### src/rtl/kickback_match_gen.sv
// Kickback-point detector for the BoundFlasher LED sequencer: combinational match
// plus registered rising-edge pulse, last-point latch and saturating event count.
module kickback_match_gen #(
  parameter int unsigned CNT_W      = 5,
  parameter int unsigned KB_POINT_A = 5,
  parameter int unsigned KB_POINT_B = 10,
  parameter int unsigned EVT_CNT_W  = 8
) (
  input  logic                 clk,
  input  logic                 rst_n,
  input  logic                 flick,
  input  logic [CNT_W-1:0]     counter,
  output logic                 kickback_match,
  output logic                 kickback_pulse,
  output logic                 kickback_point,
  output logic [EVT_CNT_W-1:0] kickback_cnt
);

  localparam logic [CNT_W-1:0]     POINT_A = CNT_W'(KB_POINT_A);
  localparam logic [CNT_W-1:0]     POINT_B = CNT_W'(KB_POINT_B);
  localparam logic [EVT_CNT_W-1:0] CNT_MAX = '1;

  logic at_a_c;
  logic at_b_c;
  logic rise_c;
  logic match_d;

  // Full-width equality so out-of-range positions never alias onto a kickback lamp.
  always_comb begin
    at_a_c         = (counter == POINT_A);
    at_b_c         = (counter == POINT_B);
    kickback_match = flick & (at_a_c | at_b_c);
    rise_c         = kickback_match & ~match_d;
  end

  always_ff @(posedge clk or negedge rst_n) begin
    if (!rst_n) begin
      match_d        <= 1'b0;
      kickback_pulse <= 1'b0;
      kickback_point <= 1'b0;
      kickback_cnt   <= '0;
    end else begin
      match_d        <= kickback_match;
      kickback_pulse <= rise_c;
      if (rise_c) begin
        // Point A wins when both points coincide.
        kickback_point <= at_b_c & ~at_a_c;
        if (kickback_cnt != CNT_MAX) begin
          kickback_cnt <= kickback_cnt + EVT_CNT_W'(1);
        end
      end
    end
  end

endmodule

### config.mk
export PLATFORM = sky130hd
export DESIGN_NAME = kickback_match_gen
export DESIGN_NICKNAME = d
export VERILOG_FILES = /design/src/rtl/kickback_match_gen.sv
export SDC_FILE = /design/constraint.sdc
export NUM_CORES = 1
export LEC_CHECK = 0
export ABC_AREA = 1
export CAP_MARGIN = 0
export CORE_MARGIN = 4
export CORE_UTILIZATION = 40
export DETAILED_ROUTE_END_ITERATION = 10
export PLACE_DENSITY = 0.77
export SYNTH_ARGS = -nofsm -noshare
export SYNTH_HDL_FRONTEND = slang
export SYNTH_SLANG_ARGS = --single-unit
### constraint.sdc
create_clock -name clk -period 1.2 [get_ports clk]
set_clock_uncertainty 0.05 [all_clocks]
set_input_delay 0.3 -clock clk [delete_from_list [all_inputs] [get_ports clk]]
set_output_delay 0.3 -clock clk [all_outputs]
set_load 0.005 [all_outputs]
==> out/qor.yml, run 1 <==
status: "finished with violations"
violations: "setup timing"
layout-area-overhead-vs-synth_pct: 71.57
maxCapViolCount: 0
synth_area_per_cell_um2: 8.173
synth_area_um2: 629.4
cts_buffers: 3
final_common_cell: "nand2_1"
async_flop_share_pct: 100.0
start_util_pct: 42.27
hold_ws_ps: 252.3
synthFlopType: "dfrtp_1"
combPwrFrac_pct: 41.5
synth_cell_types: 17
worst-path-buf-inv: 2
critical_path_class: "flop to flop"
ctsHoldBuffers: 0
critical_path.most_common_cell: "nand2_1"
ant_nets: 0
min_period_ps: 1489
p_int_mw: 0.8376
p_clk_share_pct: 22.2
drt-total-wl_um: 1675
placement.io_buffers: 18
period_share_pct: 124.1
finalHoldViolCount: 0
switching_share_pct: 29.83
power_frac_seq_pct: 36.2
routabilityCongestion: 0.7639
dr.pass1.iters: 6
finalPower_mw: 1.194
timing.rr.start: "kickback_cnt[1]"
grt_usage_pct: 15.06
rows: 14
crit_chain: "buf_6, ha_4, nand2_2, nor2_2, nand4_1, inv_2, nor2_4, nand2_1, nand2_1"
slew_violations: 0
clockRootBuffer: "clkbuf_4"
pin_count: 19
dieArea_um2: 2272
dp_hpwl_um: 1012
synth-edff-count: 0
fin_nets: 135
drive_gt1_share_pct: 53.60
dp_cells: 124
grt_setup_unrepaired: "true"
cpPeakStageDelay_ps: 410
insertion_delay_ps: 280
irDropWorstVdd_mv: 0.9762
p_switching_mw: 0.3562
synthCells: 77
arrival_ps: 1660
diodes: 0
htreeDepth: 1
cts_max_path_buffers: 2
crit_fanout: 8
syn-num-nets: 86
coreArea_um2: 1489
startpoint_type: "flop"
wl_per_cell_um: 11.88
setup_ws_ps: -288.8
pre_cts_ws_ps: -879.3
finalNonFillerCells: 141
drc: 0
timing.rr.end: "kickback_cnt[2]"
grt_pass1_wl_um: 2339
die_width_um: 47.67
clock_sinks: 11
antenna_found_initial: 0
r2r_slack_ps: -290
vias_per_cell: 4.589
fmax_mhz: 671.7
drt_iter0_drc: 13
power_density_nw_per_um2: 1106
tns_ps: -2549
cts_tree: "built"
layout_common_cells: "nand2_1, buf_4, dfrtp_1, buf_6"
slew_headroom_pct: 85.97
synth-seq-cells: 11
ys_seq_area_share_pct: 43.74
setup_viol: 11
cp.depth: 9
p_leak_nw: 0.6124
reg2reg_depth: 9
cp_data_required_time_ps: 1370
tightest_slew_ps: 210.0
grt_pass1_vias: 621
path_delay_family: "simple AND/OR/NAND/NOR gates"
slowest_stage: "dfrtp_1"
grt_max_degree: 12
hp-class: "input port to asynchronous set/reset pin"
clkTransAtPathRegs_ps: 70
num_vias: 647
fp.dieH_um: 47.67
ys_warn_count: 0
grt_overflow_total: 0
cp-end-kind: "flop"
## cell type report
cell class,instances,area [um2]
Tap cell,16,20.02
Timing Repair Buffer,44,352.8
Sequential cell,11,275.3
Inverter,12,45.04
Clock buffer,4,26.28
Fill cell,111,409.1
Multi-Input combinational cell,54,360.3
## power by group through the flow
stage | Combinational [mW] | Clock [mW] | Sequential [mW]
finish | 0.496 | 0.265 | 0.433
global route | 0.545 | 0.297 | 0.431
CTS | 0.424 | 0.267 | 0.426
detailed placement | 0.294 | 0 | 0.441
global placement | 0.286 | 0 | 0.440
floorplan | 0.0878 | 0 | 0.454
## logic make-up (layout without fill, tap and decap cells)
logic type                 count (synthesis)  after routing  share of synthesized area, %
xor gates and xnor gates                   6              6                         8.351
buffers and inverters                     12             60                         7.157
adders and majority gates                  1              1                         1.988
AOI/OAI and AO/OA                          1              1                        0.7945
DFF                                       11             11                         43.74
and+or+nand+nor                           46             46                         37.97
## sequential cells by signal, summed over array words and instances (netlist names)
register,flops
kickback_cnt,8
kickback_pulse,1
kickback_point,1
match_d,1
## per-layer routing
metal  vias to the layer above  routed length, um  track usage, %
met5                         -                  0               0
met4                         0                 25           8.602
met3                         2                109           4.511
met2                        18                920           28.07
met1                       297                619           14.48
li1                        330                  -               -
## synthesized netlist by cell type (2+ instances only)
master    n  area (um2)
nand2_1  30       112.6
inv_1    12       45.04
dfrtp_1  11       275.3
nor2_1    4       15.01
xnor2_1   3       26.28
xor2_1    3       26.28
nand3_1   2       10.01
nand3_2   2       20.02
nor2_2    2       12.51
## per-stage QoR
step	utilization, %	area [um2]
finish	72.52	1080
global route	72.52	1080
CTS	68.07	1013
detailed placement	62.44	929.6
global placement	62.44	929.6
floorplan	-	631.9
## worst max path at each step
stage / start / endpoint / slack (ps)
after floorplan: kickback_cnt[0] / kickback_cnt[2] / -100
after global placement: counter[2] / kickback_match / -840
after detailed placement: counter[2] / kickback_match / -880
after CTS: kickback_cnt[1] / kickback_cnt[3] / -230
after global routing: kickback_cnt[1] / kickback_cnt[2] / -360
final: kickback_cnt[1] / kickback_cnt[2] / -290
## timing repair
item,CTS,global route
endpoints found under the setup margin,21,12
endpoints found under the hold margin,0,0
buffers inserted,9,4
pin swaps,12,19
gates resized for setup,59,31
Power figures use the tool's default switching activity.
==> run 2, diff against run 1 <==
--- a/config.mk
+++ b/config.mk
@@ -11,6 +11,7 @@
 export CORE_UTILIZATION = 40
 export DETAILED_ROUTE_END_ITERATION = 10
 export PLACE_DENSITY = 0.77
+export SLEW_MARGIN = 10
 export SYNTH_ARGS = -nofsm -noshare
 export SYNTH_HDL_FRONTEND = slang
 export SYNTH_SLANG_ARGS = --single-unit
==> constraint.sdc (replaced) <==
create_clock -name clk -period 1.2 [get_ports clk]
set_clock_uncertainty 0.05 [all_clocks]
set_input_delay 0.3 -clock clk [delete_from_list [all_inputs] [get_ports clk]]
set_output_delay 0.3 -clock clk [all_outputs]
set_load 0.02 [all_outputs]
==> run 2 against run 1 <==
  * The flow still finishes with violations (setup timing)
  * Wire length is 8.8% lower
  * Maximum frequency is 9.5% higher
  * Largest cell class unchanged
  * Cell area is 3.1% lower
  * First-iteration DRC count is 31% lower
  * Critical endpoint is now kickback_cnt[0]
  * Largest power group is now sequential cells
  * Die area stayed put
  * Highest routed layer is now met3
  * Critical path depth is 1 lower
==> out/qor.yml, run 2 (synthesis gave the netlist of run 1 again) <==
violations: "setup timing"  # unchanged
tns_ps: -1367  # was -2549 ps
largest_register_ffs: 8  # unchanged
multiInputGateArea_um2: 367.9  # was 360.3 um2
power_density_nw_per_um2: 1017  # was 1106 nW/um2
combPwrFrac_pct: 34.6  # was 41.5%
ant_nets: 0  # unchanged
layout-area-overhead-vs-synth_pct: 66.20  # was 71.57%
min_period_ps: 1359  # was 1489 ps
p_int_mw: 0.7243  # was 0.8376 mW
critical_path_class: "flop to flop"  # unchanged
timing.rr.start: "kickback_cnt[1]"  # unchanged
wl_per_cell_um: 11.32  # was 11.88 um
grt_usage_pct: 13.70  # was 15.06%
coreArea_um2: 1489  # unchanged
setup_viol: 11  # unchanged
switching_share_pct: 31.89  # was 29.83%
die_width_um: 47.67  # unchanged
fp.dieH_um: 47.67  # unchanged
antenna_found_initial: 0  # unchanged
placement.io_buffers: 18  # unchanged
routabilityCongestion: 0.7153  # was 0.7639
final_common_cell: "nand2_1"  # unchanged
maxCapViolCount: 0  # unchanged
drt_iter0_drc: 9  # was 13
p_clk_share_pct: 23.5  # was 22.2%
dr.pass1.iters: 4  # was 6
top_register: "kickback_cnt"  # unchanged
startpoint_type: "flop"  # unchanged
grt_pass1_vias: 548  # was 621
grt_setup_unrepaired: "true"  # unchanged
grt_overflow_total: 0  # unchanged
drive_gt1_share_pct: 52.10  # was 53.60%
start_util_pct: 42.27  # unchanged
rows: 14  # unchanged
cp_data_required_time_ps: 1310  # was 1370 ps
grt_max_degree: 12  # unchanged
tightest_slew_ps: 223.8  # was 210.0 ps
finalHoldViolCount: 0  # unchanged
clockRootBuffer: "clkbuf_4"  # unchanged
grt_pass1_wl_um: 2228  # was 2339 um
drt-total-wl_um: 1528  # was 1675 um
htreeDepth: 1  # unchanged
vias_per_cell: 4.667  # was 4.589
finalPower_mw: 1.064  # was 1.194 mW
status: "finished with violations"  # unchanged
reg2reg_depth: 8  # was 9
arrival_ps: 1470  # was 1660 ps
pin_count: 19  # unchanged
cts_tree: "built"  # unchanged
clock_sinks: 11  # unchanged
slew_violations: 0  # unchanged
insertion_delay_ps: 260  # was 280 ps
fillers: 118  # was 111
cts_max_path_buffers: 2  # unchanged
diodes: 0  # unchanged
num_vias: 630  # was 647
timing.rr.end: "kickback_cnt[0]"  # was kickback_cnt[2]
irDropWorstVdd_mv: 0.9069  # was 0.9762 mV
r2r_slack_ps: -160  # was -290 ps
slew_headroom_pct: 85.05  # was 85.97%
drc: 0  # unchanged
clkTransAtPathRegs_ps: 70  # about the same
p_switching_mw: 0.3392  # was 0.3562 mW
fin_nets: 129  # was 135
hp-class: "input port to asynchronous set/reset pin"  # unchanged
dp_hpwl_um: 1092  # was 1012 um
fmax_mhz: 735.8  # was 671.7 MHz
setup_ws_ps: -159.1  # was -288.8 ps
register_area_um2: 277.8  # was 275.3 um2
crit_fanout: 8  # unchanged
cts_buffers: 3  # unchanged
dieArea_um2: 2272  # unchanged
place_area_um2: 957.2  # was 929.6 um2
p_leak_nw: 0.5721  # was 0.6124 nW
cp-end-kind: "flop"  # unchanged
layout_common_cells: "nand2_1, buf_4, dfrtp_1, inv_1, buf_2"  # was nand2_1, buf_4, dfrtp_1, buf_6
finalInstanceArea_um2: 1046  # was 1080 um2
period_share_pct: 113.3  # was 124.1%
power_frac_seq_pct: 41.8  # was 36.2%
[run 2: changes by cell type in the layout (fill, tap and decap cells not counted), moves of 2 or more]
cell / previous run / this run
buf_4: 24 / 20
buf_6: 8 / 6
dfrtp_1: 11 / 9
dfrtp_2: 0 / 2
inv_1: 5 / 7
inv_2: 7 / 4
[run 2: critical path: stages, from the launching register on]
cell	delay [ps]
dfrtp_2	430
ha_4	170
nand2_2	60
nor2_2	40
nand4_1	90
buf_4	130
nand4_4	130
nand2_1	110
nand2_1	50
[run 2: stage by stage]
stage / hold WS, ps / util [%] / worst slack [ps] / instances
after global routing: 278.1 / 70.25 / -230.9 / 135
final: 279.7 / 70.25 / -159.1 / 135
after global placement: 429.7 / 64.29 / -937.6 / 126
after floorplan: -45.59 / - / -126.4 / 77
after detailed placement: 437.3 / 64.29 / -983.1 / 126
after CTS: 282.1 / 63.11 / -149.9 / 131
[run 2: worst max-delay path by stage]
stage	start	endpoint	slack [ps]	cells past startpoint
after detailed placement	counter[1]	kickback_match	-980	8
after CTS	counter[2]	kickback_match	-150	8
final	kickback_cnt[1]	kickback_cnt[0]	-160	8
after global placement	counter[2]	kickback_match	-940	8
after floorplan	kickback_cnt[0]	kickback_cnt[2]	-130	8
after global routing	kickback_cnt[0]	kickback_cnt[4]	-230	8
[run 2: power groups by stage]
stage | Sequential (mW) | Clock [mW] | Combinational, mW
floorplan | 0.510 | 0 | 0.0967
global placement | 0.454 | 0 | 0.337
detailed placement | 0.457 | 0 | 0.350
CTS | 0.445 | 0.256 | 0.347
global route | 0.448 | 0.278 | 0.400
finish | 0.445 | 0.250 | 0.368
[run 2: timing repair]
action	4_1_cts	5_1_grt
gates resized for setup	72	25
pin swaps	6	11
setup endpoints to repair	21	13
setup buffers	1	4
hold buffers	0	0
[run 2: area by class of cell]
cell class,count,area share (%)
Clock buffer,4,2.512
Inverter,12,4.545
Multi-Input combinational cell,54,35.17
Sequential cell,11,26.56
Tap cell,16,1.914
Timing Repair Buffer,38,29.31
[run 2: layer usage]
metal  track usage (%)  vias up  part of all wire (%)
met5                 0        -                     0
met4             1.613        0                     0
met3             3.759        0                   6.5
met2             26.20       21                    55
met1             15.42      292                    39
li1                  -      317                     -
